[config.mk]
export PLATFORM = sky130hd
export DESIGN_NAME = lcd_cmd_sched
export DESIGN_NICKNAME = d
export VERILOG_FILES = /design/src/rtl/lcd_cmd_sched.sv
export SDC_FILE = /design/constraint.sdc
export NUM_CORES = 1
export LEC_CHECK = 0
export ABC_CLOCK_PERIOD_IN_PS = 2450
export BUFFER_PORTS_ARGS = -buffer_cell sky130_fd_sc_hd__buf_2
export CAP_MARGIN = 5
export CORE_ASPECT_RATIO = 1.4
export CORE_MARGIN = 1
export CORE_UTILIZATION = 54
export DETAILED_ROUTE_END_ITERATION = 6
export PLACE_DENSITY = 0.79
export SYNTH_ARGS = -nofsm -noshare
export SYNTH_HDL_FRONTEND = slang
export SYNTH_SLANG_ARGS = --single-unit
[constraint.sdc]
create_clock -name clk -period 2.45 [get_ports clk]
set_input_delay 0.3675 -clock clk [delete_from_list [all_inputs] [get_ports clk]]
set_output_delay 0.3675 -clock clk [all_outputs]
set_load 0.1 [all_outputs]
[src/rtl/lcd_cmd_sched.sv]
// Arbitrates two clients onto a character-LCD controller: boots the panel with INIT,
// then issues SEND_DATA/CLEAR commands round-robin with ready-handshake timeouts.
module lcd_cmd_sched #(
    parameter int ACK_CYCLES  = 8,
    parameter int DONE_CYCLES = 200000
) (
    input  logic       clk,
    input  logic       rst,
    input  logic       req0,
    input  logic       req1,
    input  logic       op0,
    input  logic       op1,
    input  logic [7:0] data0,
    input  logic [7:0] data1,
    output logic       gnt0,
    output logic       gnt1,
    input  logic       ctrl_rdy,
    output logic [5:0] cmd_out,
    output logic [7:0] data_out,
    output logic       done,
    output logic       done_id,
    output logic       err,
    output logic       boot_ok
);

    typedef enum logic [2:0] {
        S_BOOT_ISSUE = 3'd0,
        S_BOOT_WAIT  = 3'd1,
        S_IDLE       = 3'd2,
        S_ISSUE      = 3'd3,
        S_WAIT_ACK   = 3'd4,
        S_WAIT_DONE  = 3'd5,
        S_RELEASE    = 3'd6
    } state_t;

    localparam int MAXC = (ACK_CYCLES > DONE_CYCLES) ? ACK_CYCLES : DONE_CYCLES;
    localparam int CW   = $clog2(MAXC + 1);
    // Limits are one below the cycle budget so the timeout edge lands exactly on the budget.
    localparam logic [CW-1:0] ACK_LIM  = CW'(ACK_CYCLES - 1);
    localparam logic [CW-1:0] DONE_LIM = CW'(DONE_CYCLES - 1);

    localparam logic [5:0] CMD_IDLE  = 6'b000000;
    localparam logic [5:0] CMD_INIT  = 6'b000001;
    localparam logic [5:0] CMD_SEND  = 6'b000100;
    localparam logic [5:0] CMD_CLEAR = 6'b001000;

    state_t        state_r, state_next_s;
    logic [CW-1:0] cnt_r;
    logic          gnt0_s, gnt1_s, done_s, tmo_s, boot_set_s, op_next_s;
    logic          gnt0_r, gnt1_r, done_r, done_id_r, err_r, boot_ok_r, op_r, last_r;
    logic [5:0]    cmd_out_r;
    logic [7:0]    data_out_r;

    function automatic logic [5:0] cmd_of(input state_t s, input logic op);
        case (s)
            S_BOOT_ISSUE, S_BOOT_WAIT:         cmd_of = CMD_INIT;
            S_ISSUE, S_WAIT_ACK, S_WAIT_DONE:  cmd_of = op ? CMD_CLEAR : CMD_SEND;
            default:                           cmd_of = CMD_IDLE;
        endcase
    endfunction

    // Next-state, grant and completion decode.
    always_comb begin
        state_next_s = state_r;
        gnt0_s       = 1'b0;
        gnt1_s       = 1'b0;
        done_s       = 1'b0;
        tmo_s        = 1'b0;
        boot_set_s   = 1'b0;
        case (state_r)
            S_BOOT_ISSUE: begin
                if (!ctrl_rdy) begin
                    state_next_s = S_BOOT_WAIT;
                end else if (cnt_r >= ACK_LIM) begin
                    state_next_s = S_RELEASE;
                    tmo_s        = 1'b1;
                end else begin
                    state_next_s = S_BOOT_ISSUE;
                end
            end
            S_BOOT_WAIT: begin
                if (ctrl_rdy) begin
                    state_next_s = S_RELEASE;
                    boot_set_s   = 1'b1;
                end else if (cnt_r >= DONE_LIM) begin
                    state_next_s = S_RELEASE;
                    tmo_s        = 1'b1;
                end else begin
                    state_next_s = S_BOOT_WAIT;
                end
            end
            S_IDLE: begin
                // last_r = 1 means client 1 was served last, so client 0 has priority.
                gnt0_s = req0 & (~req1 | last_r);
                gnt1_s = req1 & ~gnt0_s;
                if (req0 | req1) begin
                    state_next_s = S_ISSUE;
                end else begin
                    state_next_s = S_IDLE;
                end
            end
            S_ISSUE: begin
                state_next_s = S_WAIT_ACK;
            end
            S_WAIT_ACK: begin
                if (!ctrl_rdy) begin
                    state_next_s = S_WAIT_DONE;
                end else if (cnt_r >= ACK_LIM) begin
                    state_next_s = S_RELEASE;
                    tmo_s        = 1'b1;
                    done_s       = 1'b1;
                end else begin
                    state_next_s = S_WAIT_ACK;
                end
            end
            S_WAIT_DONE: begin
                if (ctrl_rdy) begin
                    state_next_s = S_RELEASE;
                    done_s       = 1'b1;
                end else if (cnt_r >= DONE_LIM) begin
                    state_next_s = S_RELEASE;
                    tmo_s        = 1'b1;
                    done_s       = 1'b1;
                end else begin
                    state_next_s = S_WAIT_DONE;
                end
            end
            S_RELEASE: begin
                // A failed boot loops back to retry INIT instead of opening for clients.
                if (boot_ok_r) begin
                    state_next_s = S_IDLE;
                end else begin
                    state_next_s = S_BOOT_ISSUE;
                end
            end
            default: begin
                state_next_s = S_BOOT_ISSUE;
            end
        endcase
    end

    // Operation selected for the command about to be issued.
    always_comb begin
        op_next_s = op_r;
        if (gnt0_s) begin
            op_next_s = op0;
        end else if (gnt1_s) begin
            op_next_s = op1;
        end else begin
            op_next_s = op_r;
        end
    end

    // State register and saturating per-state cycle counter.
    always_ff @(posedge clk or negedge rst) begin
        if (!rst) begin
            state_r <= S_BOOT_ISSUE;
            cnt_r   <= {CW{1'b0}};
        end else begin
            state_r <= state_next_s;
            if (state_next_s != state_r) begin
                cnt_r <= {CW{1'b0}};
            end else if (cnt_r != {CW{1'b1}}) begin
                cnt_r <= cnt_r + CW'(1);
            end
        end
    end

    // Registered outputs, latched request payload and round-robin pointer.
    always_ff @(posedge clk or negedge rst) begin
        if (!rst) begin
            cmd_out_r  <= CMD_IDLE;
            gnt0_r     <= 1'b0;
            gnt1_r     <= 1'b0;
            done_r     <= 1'b0;
            done_id_r  <= 1'b0;
            err_r      <= 1'b0;
            boot_ok_r  <= 1'b0;
            data_out_r <= 8'h00;
            op_r       <= 1'b0;
            last_r     <= 1'b1;
        end else begin
            cmd_out_r <= cmd_of(state_next_s, op_next_s);
            gnt0_r    <= gnt0_s;
            gnt1_r    <= gnt1_s;
            done_r    <= done_s;
            done_id_r <= done_s & last_r;
            if (tmo_s) begin
                err_r <= 1'b1;
            end
            if (boot_set_s) begin
                boot_ok_r <= 1'b1;
            end
            if (gnt0_s | gnt1_s) begin
                data_out_r <= gnt0_s ? data0 : data1;
                op_r       <= op_next_s;
                last_r     <= gnt1_s;
            end
        end
    end

    assign gnt0     = gnt0_r;
    assign gnt1     = gnt1_r;
    assign done     = done_r;
    assign done_id  = done_id_r;
    assign err      = err_r;
    assign boot_ok  = boot_ok_r;
    assign cmd_out  = cmd_out_r;
    assign data_out = data_out_r;

endmodule

==> impl_results.md, run 1 <==
- Run status: complete, no violations
- Inserted Clock Buffers: 5
- Slew Limit Fails: 0
- Design Area, Final: 2432 µm²
- CP arrival: 2160 ps
- Cell Chain, Critical Path: nor4_4, nand3_2, nor3_4, a221oi_4, buf_4, nor3_1
- Power Dens Cells: 1152 nW/µm²
- Mean post-synth cell area: 10.06 µm²
- Final HPWL DP: 2.958 mm
- Chip Height: 76.00 µm
- Antenna violations before repair: 0
- Clk_lat worst skew: 300 ps
- Setup TNS: 0 ps
- Diode count: 0
- Utilization of the core after routing: 65.59%
- Final Hold Viols: 0
- Slowest Stage Delay on Critical Path: 470 ps
- Final Non-Filler Cells: 293
- Library cells used by synthesis: 50
- Register area: 1002 µm²
- Critical path required time: 2660 ps
- Dpl cell area: 2325 µm²
- Detailed Route Iter0 Violations: 15
- Post-CTS Setup Bufs: 0
- Post-CTS Hold Buffers: 0
- LEAKAGE: 1.136 nW
- Vias in the first global route: 1645
- Drt drc: 0
- RD Place Congestion: 0.8662
- Post-CTS Resized: 0
- Post-DRT Antenna Nets: 0
- First-pass GRT wire length: 7.279 mm
- Die ar.: 4169 µm²
- Reg2Reg Depth: 6
- #FFs+latches synth: 40
- DRT Wirelength: 4.292 mm
- Starting density of the core: 56.95%
- Core ar.: 3709 µm²
- Number of port buffers: 39
- Worst R2R Setup Slack: 500 ps
- # fillers: 311
- Die Wd: 54.86 µm
- Fmax: 514.0 MHz
- Max cap viols: 0
- Placed cell count: 285
- Bufs and invs on worst path: 1
- DRT Pass-1 Iters: 4
- Largest net degree at the start of global routing: 41
- Reg-to-Reg End: cnt_r[12]
- Ys Warns: 0
- Worst Hold Class: input pin to async pin
- Footprint of the multi-input gates: 1026 µm²
- Max_slew headroom: 41.78%
- # H-tree levels: 2
- Final worst path period share: 79.41%
- Startpoint type of the worst setup path: flop
- Final Skew: 5.102 ps
- WS Path Type: flop to flop
- IO Pins: 43
- Clock root cell: clkbuf_8
- Layout cells sized above 1: 25.50%
- Final worst path period need: 1946 ps
- Avg WL per Cell: 14.65 µm
- Worst hold margin: 185.7 ps
- Crit-path leading delay family: simple AND/OR/NAND/NOR gates
- Worst VDD drop: 0.001013 V
- Row cnt: 26
- Most frequent cells in the layout: dfrtp_1 (39), buf_2 (39), nand2_1 (25)
- Vias per std cell: 5.744
- Worst-path clk slew: 80 ps
- Setup violators final: 0
- CP Max Fanout: 18
- Worst path slowest cell: dfrtp_1
- Syn Inst Count: 210
- CTS tree: done
- CTS sink count: 40
- Reg2reg start: cnt_r[14]
- Total global routing overflow: 0
- Seq/Total Area, Yosys: 47.45%
- Netlist Area Pre-Place: 2112 µm²
- Least-Margin Pin Slew: 873.2 ps
- CTS max path bufs: 2
- Vias: 1683
- Overall global routing resource usage: 23.86%
- Final-stage net count: 274
- Crit end category: flop
- Area grow syn2layout: 15.17%
- RSZ-0062 raised after global routing: no
## worst register-to-register path: stages (launching register included)
cell      delay (ps)
dfrtp_1          470
nor4_4           370
nand3_2          170
nor3_4           310
a221oi_4         100
buf_4            220
nor3_1           220
## cell usage after synthesis (all sizes together)
cell type	n	area [µm²]
dfrtp	39	975.9
nand2	25	93.84
nor2	19	71.32
nor3	11	71.32
o21ai	11	55.05
mux2i	9	90.09
nand3	8	45.04
a21oi	7	35.03
buf	7	51.30
xnor2	7	61.31
a211oi	5	42.54
clkbuf	5	21.27
inv	5	18.77
xor2	5	43.79
a31oi	4	25.02
and3	4	25.02
nand4	4	31.28
o31ai	4	30.03
and4	3	28.78
nand2b	3	18.77
nor4	3	48.80
o211ai	3	27.52
a221oi	2	35.04
and2	2	12.51
and4b	2	20.02
or2	2	12.51
a211o	1	8.760
a21boi	1	7.510
a221o	1	10.01
a22oi	1	7.510
a311oi	1	8.760
conb	1	3.750
dfstp	1	26.28
ha	1	12.51
nor3b	1	18.77
o2111ai	1	8.760
o21a	1	7.510
## worst max-delay path by stage
stage,end,depth (start not counted),from
finish,cnt_r[12],6,cnt_r[14]
global placement,cmd_out[2],6,cnt_r[0]
detailed placement,cnt_r[12],6,cnt_r[14]
floorplan,state_r[1],5,cnt_r[14]
global route,cmd_out[2],6,cnt_r[0]
CTS,cmd_out[2],6,cnt_r[0]
## cell families (layout without fill, tap and decap cells)
kind of cell    Yosys count  in the layout  synth area share [%]
simple gates             87             87                 23.58
mux                       9              9                 4.266
fa+ha+maj                 1              1                0.5923
other cells               1              3                0.1776
flops                    40             40                 47.45
compound gates           43             43                 14.63
xor+xnor                 12             12                 4.976
buf+inv                  17             56                 4.325
## where the power goes
part / internal [mW] / switching, mW / leakage (nW)
Clock: 0.302 / 0.230 / 0.0552
Combinational: 0.273 / 1.04 / 0.557
Sequential: 0.818 / 0.134 / 0.523
## flip-flops by register name (all words and copies together) (netlist names)
signal,count
last_r,1
cmd_out,3
err,1
state_r,3
gnt0,1
cnt_r,18
done_id,1
boot_ok,1
op_r,1
done,1
data_out,8
gnt1,1
## per-stage QoR
step	setup slack, ps	total power [mW]
6_report	504.4	2.802
2_1_floorplan	746.5	2.061
3_5_place_dp	551.6	2.288
3_3_place_gp	611.7	2.260
5_1_grt	308.5	2.954
4_1_cts	502.9	2.824
## area by class of cell
| type | count | share of cell area (%) |
|---|---|---|
| clock buffers | 6 | 2.984 |
| clock inverters | 2 | 1.440 |
| inverters | 5 | 0.7716 |
| multi-input cells | 155 | 42.18 |
| flip-flops and latches | 40 | 41.20 |
| well taps | 42 | 2.160 |
| repair buffers | 43 | 9.259 |
## layer usage
metal	global-route usage, %	vias up	part of all wire, %
met5	0	-	0
li1	-	831	-
met4	10.00	0	2.2
met1	27.79	797	42
met2	39.16	45	52
met3	6.387	10	4.2
No activity file was read; power rests on OpenSTA's default activity.
==> inputs of run 2 (changes only) <==
==> config.mk (replaced) <==
export PLATFORM = sky130hd
export DESIGN_NAME = lcd_cmd_sched
export DESIGN_NICKNAME = d
export VERILOG_FILES = /design/src/rtl/lcd_cmd_sched.sv
export SDC_FILE = /design/constraint.sdc
export NUM_CORES = 1
export LEC_CHECK = 0
export ABC_CLOCK_PERIOD_IN_PS = 1600
export BUFFER_PORTS_ARGS = -buffer_cell sky130_fd_sc_hd__buf_2
export CAP_MARGIN = 5
export CORE_ASPECT_RATIO = 1.4
export CORE_MARGIN = 1
export CORE_UTILIZATION = 49
export DETAILED_ROUTE_END_ITERATION = 6
export PLACE_DENSITY = 0.75
export SYNTH_ARGS = -nofsm -noshare
export SYNTH_HDL_FRONTEND = slang
export SYNTH_SLANG_ARGS = --single-unit
==> constraint.sdc (replaced) <==
create_clock -name clk -period 1.6 [get_ports clk]
set_input_delay 0.24 -clock clk [delete_from_list [all_inputs] [get_ports clk]]
set_output_delay 0.24 -clock clk [all_outputs]
set_load 0.1 [all_outputs]
==> impl_results.md, run 2 (synthesis gave the netlist of run 1 again) <==
- Run status: finished, violations left (was complete, no violations)
- Failing checks: DRC, hold timing, setup timing
- Design Area, Final: 2885 µm² (was 2432 µm²)
- Post-DRT Antenna Nets: 0 (unchanged)
- RD Place Congestion: 0.8714 (was 0.8662)
- Final worst path period share: 107.3% (was 79.41%)
- Overall global routing resource usage: 24.83% (was 23.86%)
- Max cap viols: 0 (unchanged)
- Layout cells sized above 1: 43.36% (was 25.50%)
- Detailed Route Iter0 Violations: 100 (was 15)
- LEAKAGE: 1.344 nW (was 1.136 nW)
- Most flop-heavy register: cnt_r (unchanged)
- Worst-path clk slew: 80 ps (about the same)
- CTS max path bufs: 2 (unchanged)
- Final Skew: 6.996 ps (was 5.102 ps)
- DRT Pass-1 Iters: 7 (was 4)
- First-pass GRT wire length: 8.556 mm (was 7.279 mm)
- Post-CTS Hold Buffers: 0 (unchanged)
- IO Pins: 43 (unchanged)
- Most frequent cells in the layout: buf_2 (39), dfrtp_1 (36), buf_4 (36) (was dfrtp_1 (39), buf_2 (39), nand2_1 (25))
- # fillers: 293 (was 311)
- Clk_lat worst skew: 290 ps (was 300 ps)
- Worst VDD drop: 0.0007473 V (was 0.001013 V)
- Final worst path period need: 1716 ps (was 1946 ps)
- Chip Height: 79.68 µm (was 76.00 µm)
- WS Path Type: flop to flop (unchanged)
- CTS sink count: 40 (unchanged)
- Vias per std cell: 5.714 (was 5.744)
- Met1 Usage GRT: 27.64% (was 27.79%)
- Fmax: 582.6 MHz (was 514.0 MHz)
- Grt met3 use: 5.673% (was 6.387%)
- CP arrival: 1900 ps (was 2160 ps)
- Row cnt: 27 (was 26)
- CP Max Fanout: 4 (was 18)
- Setup violators final: 25 (was 0)
- Final HPWL DP: 3.421 mm (was 2.958 mm)
- Startpoint type of the worst setup path: flop (unchanged)
- RSZ-0062 raised after global routing: yes (was no)
- Number of port buffers: 39 (unchanged)
- Inserted Clock Buffers: 5 (unchanged)
- Dpl cell area: 2576 µm² (was 2325 µm²)
- Setup TNS: -2022 ps (was 0 ps)
- Worst Hold Class: input pin to async pin (unchanged)
- Drt drc: 7 (was 0)
- Power Total: 4.801 mW (was 2.802 mW)
- Largest net degree at the start of global routing: 41 (unchanged)
- Vias: 1880 (was 1683)
- Register area: 1006 µm² (was 1002 µm²)
- DRT Wirelength: 5.051 mm (was 4.292 mm)
- # H-tree levels: 2 (unchanged)
- Place WS: -143.9 ps (was 551.6 ps)
- Max FFs per register: 18 (unchanged)
- Utilization of the core after routing: 71.77% (was 65.59%)
- Power Dens Cells: 1664 nW/µm² (was 1152 nW/µm²)
- Core ar.: 4020 µm² (was 3709 µm²)
- Area grow syn2layout: 36.61% (was 15.17%)
- Clock root cell: clkbuf_8 (unchanged)
- Final Hold Viols: 29 (was 0)
- Vias in the first global route: 1865 (was 1645)
- Worst setup margin: -116.5 ps (was 504.4 ps)
- Antenna violations before repair: 0 (unchanged)
- Die ar.: 4580 µm² (was 4169 µm²)
- Starting density of the core: 52.54% (was 56.95%)
- Met2 Usage GRT: 44.77% (was 39.16%)
- Worst hold margin: -8.471 ps (was 185.7 ps)
- Crit end category: flop (unchanged)
- Final-stage net count: 309 (was 274)
- Diode count: 0 (unchanged)
- Avg WL per Cell: 15.35 µm (was 14.65 µm)
- Commonest non-fill, non-tap cell in the layout: buf_2
- Total global routing overflow: 0 (unchanged)
- Die Wd: 57.49 µm (was 54.86 µm)
- Critical path required time: 1780 ps (was 2660 ps)
- Slew Limit Fails: 0 (unchanged)
- CTS tree: done (unchanged)
- Global routing's busiest layer: met2 (unchanged)
- Footprint of the multi-input gates: 1159 µm² (was 1026 µm²)
-- run 2: changes by cell type in the layout (fill, tap and decap cells not counted), moves of 3 or more --
cell      previous run  this run
a211oi_1             4         0
dfrtp_2              0         3
nor3_2               1         5
nor3_1               9         5
dfrtp_1             39        36
buf_4                4        36
-- run 2: report_power, final --
part           switching [mW]  total, mW  internal, mW
combinational            1.82       2.52         0.697
clock                   0.337      0.887         0.550
sequential              0.142       1.40          1.25
total                    2.30       4.80          2.50
-- run 2: layer usage --
layer	up-vias	wire [µm]
li1	896	-
met2	60	2754
met5	-	0
met4	0	123
met3	15	271
met1	909	1901
-- run 2: metrics by stage --
step | hold slack (ps) | instances
floorplan | -55.59 | 212
global placement | 323.8 | 314
detailed placement | 321.9 | 314
CTS | 3.463 | 326
global route | 34.18 | 329
finish | -8.471 | 329
-- run 2: worst paths after layout --
| path | start | end | slack (ps) | cells after the start |
|---|---|---|---|---|
| min in group clk | req0 | last_r | 160 | 2 |
| hold reg to reg | err | err | 470 | 1 |
| setup reg to reg | cnt_r[14] | state_r[1] | -120 | 6 |
| max in group asynchronous | rst | cnt_r[4] | 1240 | 2 |
| setup / recovery | cnt_r[14] | state_r[1] | -120 | 6 |
| hold / removal | rst | data_out[2] | -8 | 2 |
-- run 2: cell type report --
cell class              count  share of cell area [%]
repair buffers             78                   18.08
clock inverters             1                   1.041
well taps                  43                   1.865
flip-flops and latches     40                   34.87
clock buffers               7                   3.339
inverters                   5                  0.6505
multi-input cells         155                   40.16
-- run 2: what timing repair did --
item	CTS	global route
endpoints found under the setup margin	25	35
pin swaps	13	6
resized for setup	17	11
cloned	0	1
buffers inserted	4	2
-- run 2: worst max-delay path, stage by stage (launching register included) --
cell and delay, ps:
dfrtp_1 410, nor4_4 370, nand3_2 150, nor3_4 210, buf_4 170, a211oi_4 50
or2_4 240
==> inputs of run 3 (changes only) <==
--- a/config.mk
+++ b/config.mk
@@ -5,14 +5,16 @@
 export SDC_FILE = /design/constraint.sdc
 export NUM_CORES = 1
 export LEC_CHECK = 0
+export ABC_AREA = 1
 export ABC_CLOCK_PERIOD_IN_PS = 1600
 export BUFFER_PORTS_ARGS = -buffer_cell sky130_fd_sc_hd__buf_2
 export CAP_MARGIN = 5
 export CORE_ASPECT_RATIO = 1.4
 export CORE_MARGIN = 1
-export CORE_UTILIZATION = 49
+export CORE_UTILIZATION = 50
 export DETAILED_ROUTE_END_ITERATION = 6
-export PLACE_DENSITY = 0.75
+export HOLD_SLACK_MARGIN = 0.08
+export PLACE_DENSITY = 0.76
 export SYNTH_ARGS = -nofsm -noshare
 export SYNTH_HDL_FRONTEND = slang
 export SYNTH_SLANG_ARGS = --single-unit
==> impl_results.md, run 3 <==
- Grt met3 use: 4.409% (was 5.673%)
- Compound-Gate Fraction of Synth Area: 8.731% (was 14.63%)
- Utilization of the core after routing: 79.97% (was 71.77%)
- Bufs and invs on worst path: 2 (was 1)
- Total global routing overflow: 0 (unchanged)
- Most flop-heavy register: cnt_r (unchanged)
- CP arrival: 2160 ps (was 1900 ps)
- Antenna violations before repair: 0 (unchanged)
- Most frequent cells in the layout: buf_4 (61), nand2_1 (53), buf_2 (39) (was buf_2 (39), dfrtp_1 (36), buf_4 (36))
- IO Pins: 43 (unchanged)
- Final Skew: 11.81 ps (was 6.996 ps)
- CTS tree: done (unchanged)
- Footprint of the multi-input gates: 1345 µm² (was 1159 µm²)
- Crit-path leading delay family: simple AND/OR/NAND/NOR gates (unchanged)
- Async SR Flop Fraction: 100.0% (unchanged)
- CP Max Fanout: 3 (was 4)
- Max cap viols: 0 (unchanged)
- Clock root cell: clkbuf_8 (unchanged)
- Synth Area in Adders: 0.5491% (was 0.5924%)
- Core ar.: 4309 µm² (was 4020 µm²)
- Largest net degree at the start of global routing: 22 (was 41)
- Commonest non-fill, non-tap cell in the layout: buf_4 (was buf_2)
- Worst-path clk slew: 90 ps (was 80 ps)
- Final Hold Viols: 0 (was 29)
- Worst path slowest cell: dfrtp_1 (unchanged)
- Setup TNS: -6168 ps (was -2022 ps)
- #FFs+latches synth: 40 (unchanged)
- Library cells used by synthesis: 41 (was 50)
- Die Wd: 59.05 µm (was 57.49 µm)
- DRT Wirelength: 7.169 mm (was 5.051 mm)
- Register area: 1003 µm² (was 1006 µm²)
- Seq/Total Area, Yosys: 43.99% (was 47.45%)
- Synth top area share: 42.83% (was 46.21%)
- Syn Inst Count: 277 (was 210)
- Netlist Area Pre-Place: 2278 µm² (was 2112 µm²)
- Dpl cell area: 3017 µm² (was 2576 µm²)
- DRT Pass-1 Iters: 5 (was 7)
- Synth Area in Simple Gates: 35.69% (was 23.58%)
- Diode count: 0 (unchanged)
- Ys Warns: 0 (unchanged)
- Area grow syn2layout: 51.24% (was 36.61%)
- Die ar.: 4834 µm² (was 4580 µm²)
- Setup violators final: 23 (was 25)
- Worst VDD drop: 0.001771 V (was 0.0007473 V)
- Global routing's busiest layer: met2 (unchanged)
- Layout cells sized above 1: 50.77% (was 43.36%)
- Most used DFF post-synth: dfrtp_1 (unchanged)
- RSZ-0062 raised after global routing: yes (unchanged)
- Number of port buffers: 39 (unchanged)
- Final Non-Filler Cells: 448 (was 329)
- Most common cell in the netlist: nand2_1 (was dfrtp_1)
- RD Place Congestion: 0.9556 (was 0.8714)
- EDFF count, synth: 0 (unchanged)
- Synth Area in XOR/XNOR: 2.306% (was 4.976%)
- Mux cell area share after synthesis: 0.4942% (was 4.265%)
- Overall global routing resource usage: 26.89% (was 24.83%)
- Row cnt: 28 (was 27)
- Final-stage net count: 411 (was 309)
- Design Area, Final: 3446 µm² (was 2885 µm²)
- CTS sink count: 40 (unchanged)
- Slowest Stage Delay on Critical Path: 420 ps (was 410 ps)
- Power Dens Cells: 1797 nW/µm² (was 1664 nW/µm²)
- Worst hold margin: 165.8 ps (was -8.471 ps)
- Run status: finished, violations left (unchanged)
- Avg WL per Cell: 16.00 µm (was 15.35 µm)
- Clk_lat worst skew: 310 ps (was 290 ps)
- Main combinational cell family by area after synthesis: simple AND/OR/NAND/NOR gates (unchanged)
- Place WS: -306.4 ps (was -143.9 ps)
- Met1 Usage GRT: 28.00% (was 27.64%)
- Post-synth top cells: nand2_1 (61), nor2_1 (40), dfrtp_1 (39), inv_1 (28) (was dfrtp_1 (39), nand2_1 (25), nor2_1 (19))
- Slew Limit Fails: 0 (unchanged)
- # fillers: 265 (was 293)
- Chip Height: 81.87 µm (was 79.68 µm)
- Drt drc: 0 (was 7)
- Least-Margin Pin Slew: 521.6 ps
- Worst Hold Class: input pin to flop (was input pin to async pin)
- Starting density of the core: 52.87% (was 52.54%)
- Worst setup margin: -364.8 ps (was -116.5 ps)
- Reg2reg start: cnt_r[0] (was cnt_r[14])
- LEAKAGE: 1.690 nW (was 1.344 nW)
- Post-DRT Antenna Nets: 0 (unchanged)
- Crit end category: flop (unchanged)
- Max FFs per register: 18 (unchanged)
- Vias per std cell: 5.297 (was 5.714)
- Failing checks: setup timing (was DRC, hold timing, setup timing)
- # H-tree levels: 2 (unchanged)
- CTS max path bufs: 2 (unchanged)
- Synth area leader: dfrtp_1 (unchanged)
- Power Total: 6.194 mW (was 4.801 mW)
- Most area-consuming cells after synthesis: dfrtp_1 (43%), nand2_1 (10%), nor2_1 (6.6%), nor2_4 (5.9%), inv_1 (4.6%) (was dfrtp_1 (46%), nand2_1 (4.4%), mux2i_1 (4.3%), nor2_1 (3.4%), xnor2_1 (2.9%))
- Vias in the first global route: 2258 (was 1865)
- Startpoint type of the worst setup path: flop (unchanged)
- Hold_sp: data0[5]
- Critical path required time: 1790 ps (was 1780 ps)
- Mean post-synth cell area: 8.225 µm² (was 10.06 µm²)
- Detailed Route Iter0 Violations: 105 (was 100)
- Final worst path period need: 1965 ps (was 1716 ps)
- Cell Chain, Critical Path: buf_4, nand3_2, nor2_2, nand2_1, nor2_2, nand4_1, inv_2, nand4_1, xor2_2, nor2_4 (was nor4_4, nand3_2, nor3_4, buf_4, a211oi_4, or2_4)
- Final worst path period share: 122.8% (was 107.3%)
- First-pass GRT wire length: 9.556 mm (was 8.556 mm)
- Fmax: 509.0 MHz (was 582.6 MHz)
- Worst setup path start: cnt_r[0] (was cnt_r[14])
- Vias: 2373 (was 1880)
- Placed cell count: 432 (was 314)
- Inserted Clock Buffers: 5 (unchanged)
- Met2 Usage GRT: 48.86% (was 44.77%)
- Final HPWL DP: 4.429 mm (was 3.421 mm)
- WS Path Type: flop to flop (unchanged)
- Max_slew headroom: 65.46%
==> run 3: layout make-up <==
class / instances / area share (%)
clock inverters: 3 / 1.344
clock buffers: 5 / 1.997
inverters: 35 / 3.958
multi-input cells: 198 / 39.03
flip-flops and latches: 40 / 29.12
well taps: 60 / 2.179
repair buffers: 107 / 22.37
==> run 3: timing repair <==
action | 4_1_cts | 5_1_grt
setup endpoints to repair | 23 | 33
setup buffers | 3 | 5
pin swaps | 9 | 15
endpoints found under the hold margin | 19 | 0
cloned | 0 | 1
hold buffers | 1 | 0
gates resized for setup | 17 | 44
==> run 3: where the power goes <==
group | switching, mW | internal [mW] | leakage [nW] | total (mW)
sequential | 0.189 | 1.27 | 0.516 | 1.46
clock | 0.411 | 0.470 | 0.0548 | 0.881
combinational | 2.61 | 1.25 | 1.12 | 3.85
total | 3.21 | 2.99 | 1.69 | 6.19
==> run 3: worst reg2reg max path, cell delays in order, from the launching register on <==
cell	delay (ps)
dfrtp_1	420
buf_4	150
nand3_2	100
nor2_2	170
nand2_1	100
nor2_2	200
nand4_1	180
inv_2	120
nand4_1	150
xor2_2	210
nor2_4	50
==> run 3: worst paths after layout <==
| check | cells past startpoint | slack, ps | endpoint |
|---|---|---|---|
| max | 10 | -360 | cnt_r[15] |
| min | 3 | 170 | data_out[5] |
| max reg2reg | 10 | -360 | cnt_r[15] |
| min reg2reg | 2 | 490 | err |
| max in group asynchronous | 3 | 600 | last_r |
| min in group asynchronous | 2 | 410 | cnt_r[16] |
==> run 3: kinds of logic (layout without fill, tap and decap cells) <==
logic type	count (synthesis)	in the layout
and+or+nand+nor	156	156
buffers and inverters	41	150
DFF	40	40
AOI/OAI and AO/OA	31	31
xor gates and xnor gates	6	6
adders and majority gates	1	1
other	1	3
muxes	1	1
==> run 3: layer usage <==
metal	vias up	share of wire, %
li1	1099	-
met1	1116	34
met2	117	55
met3	41	5.0
met4	0	6.2
met5	-	0
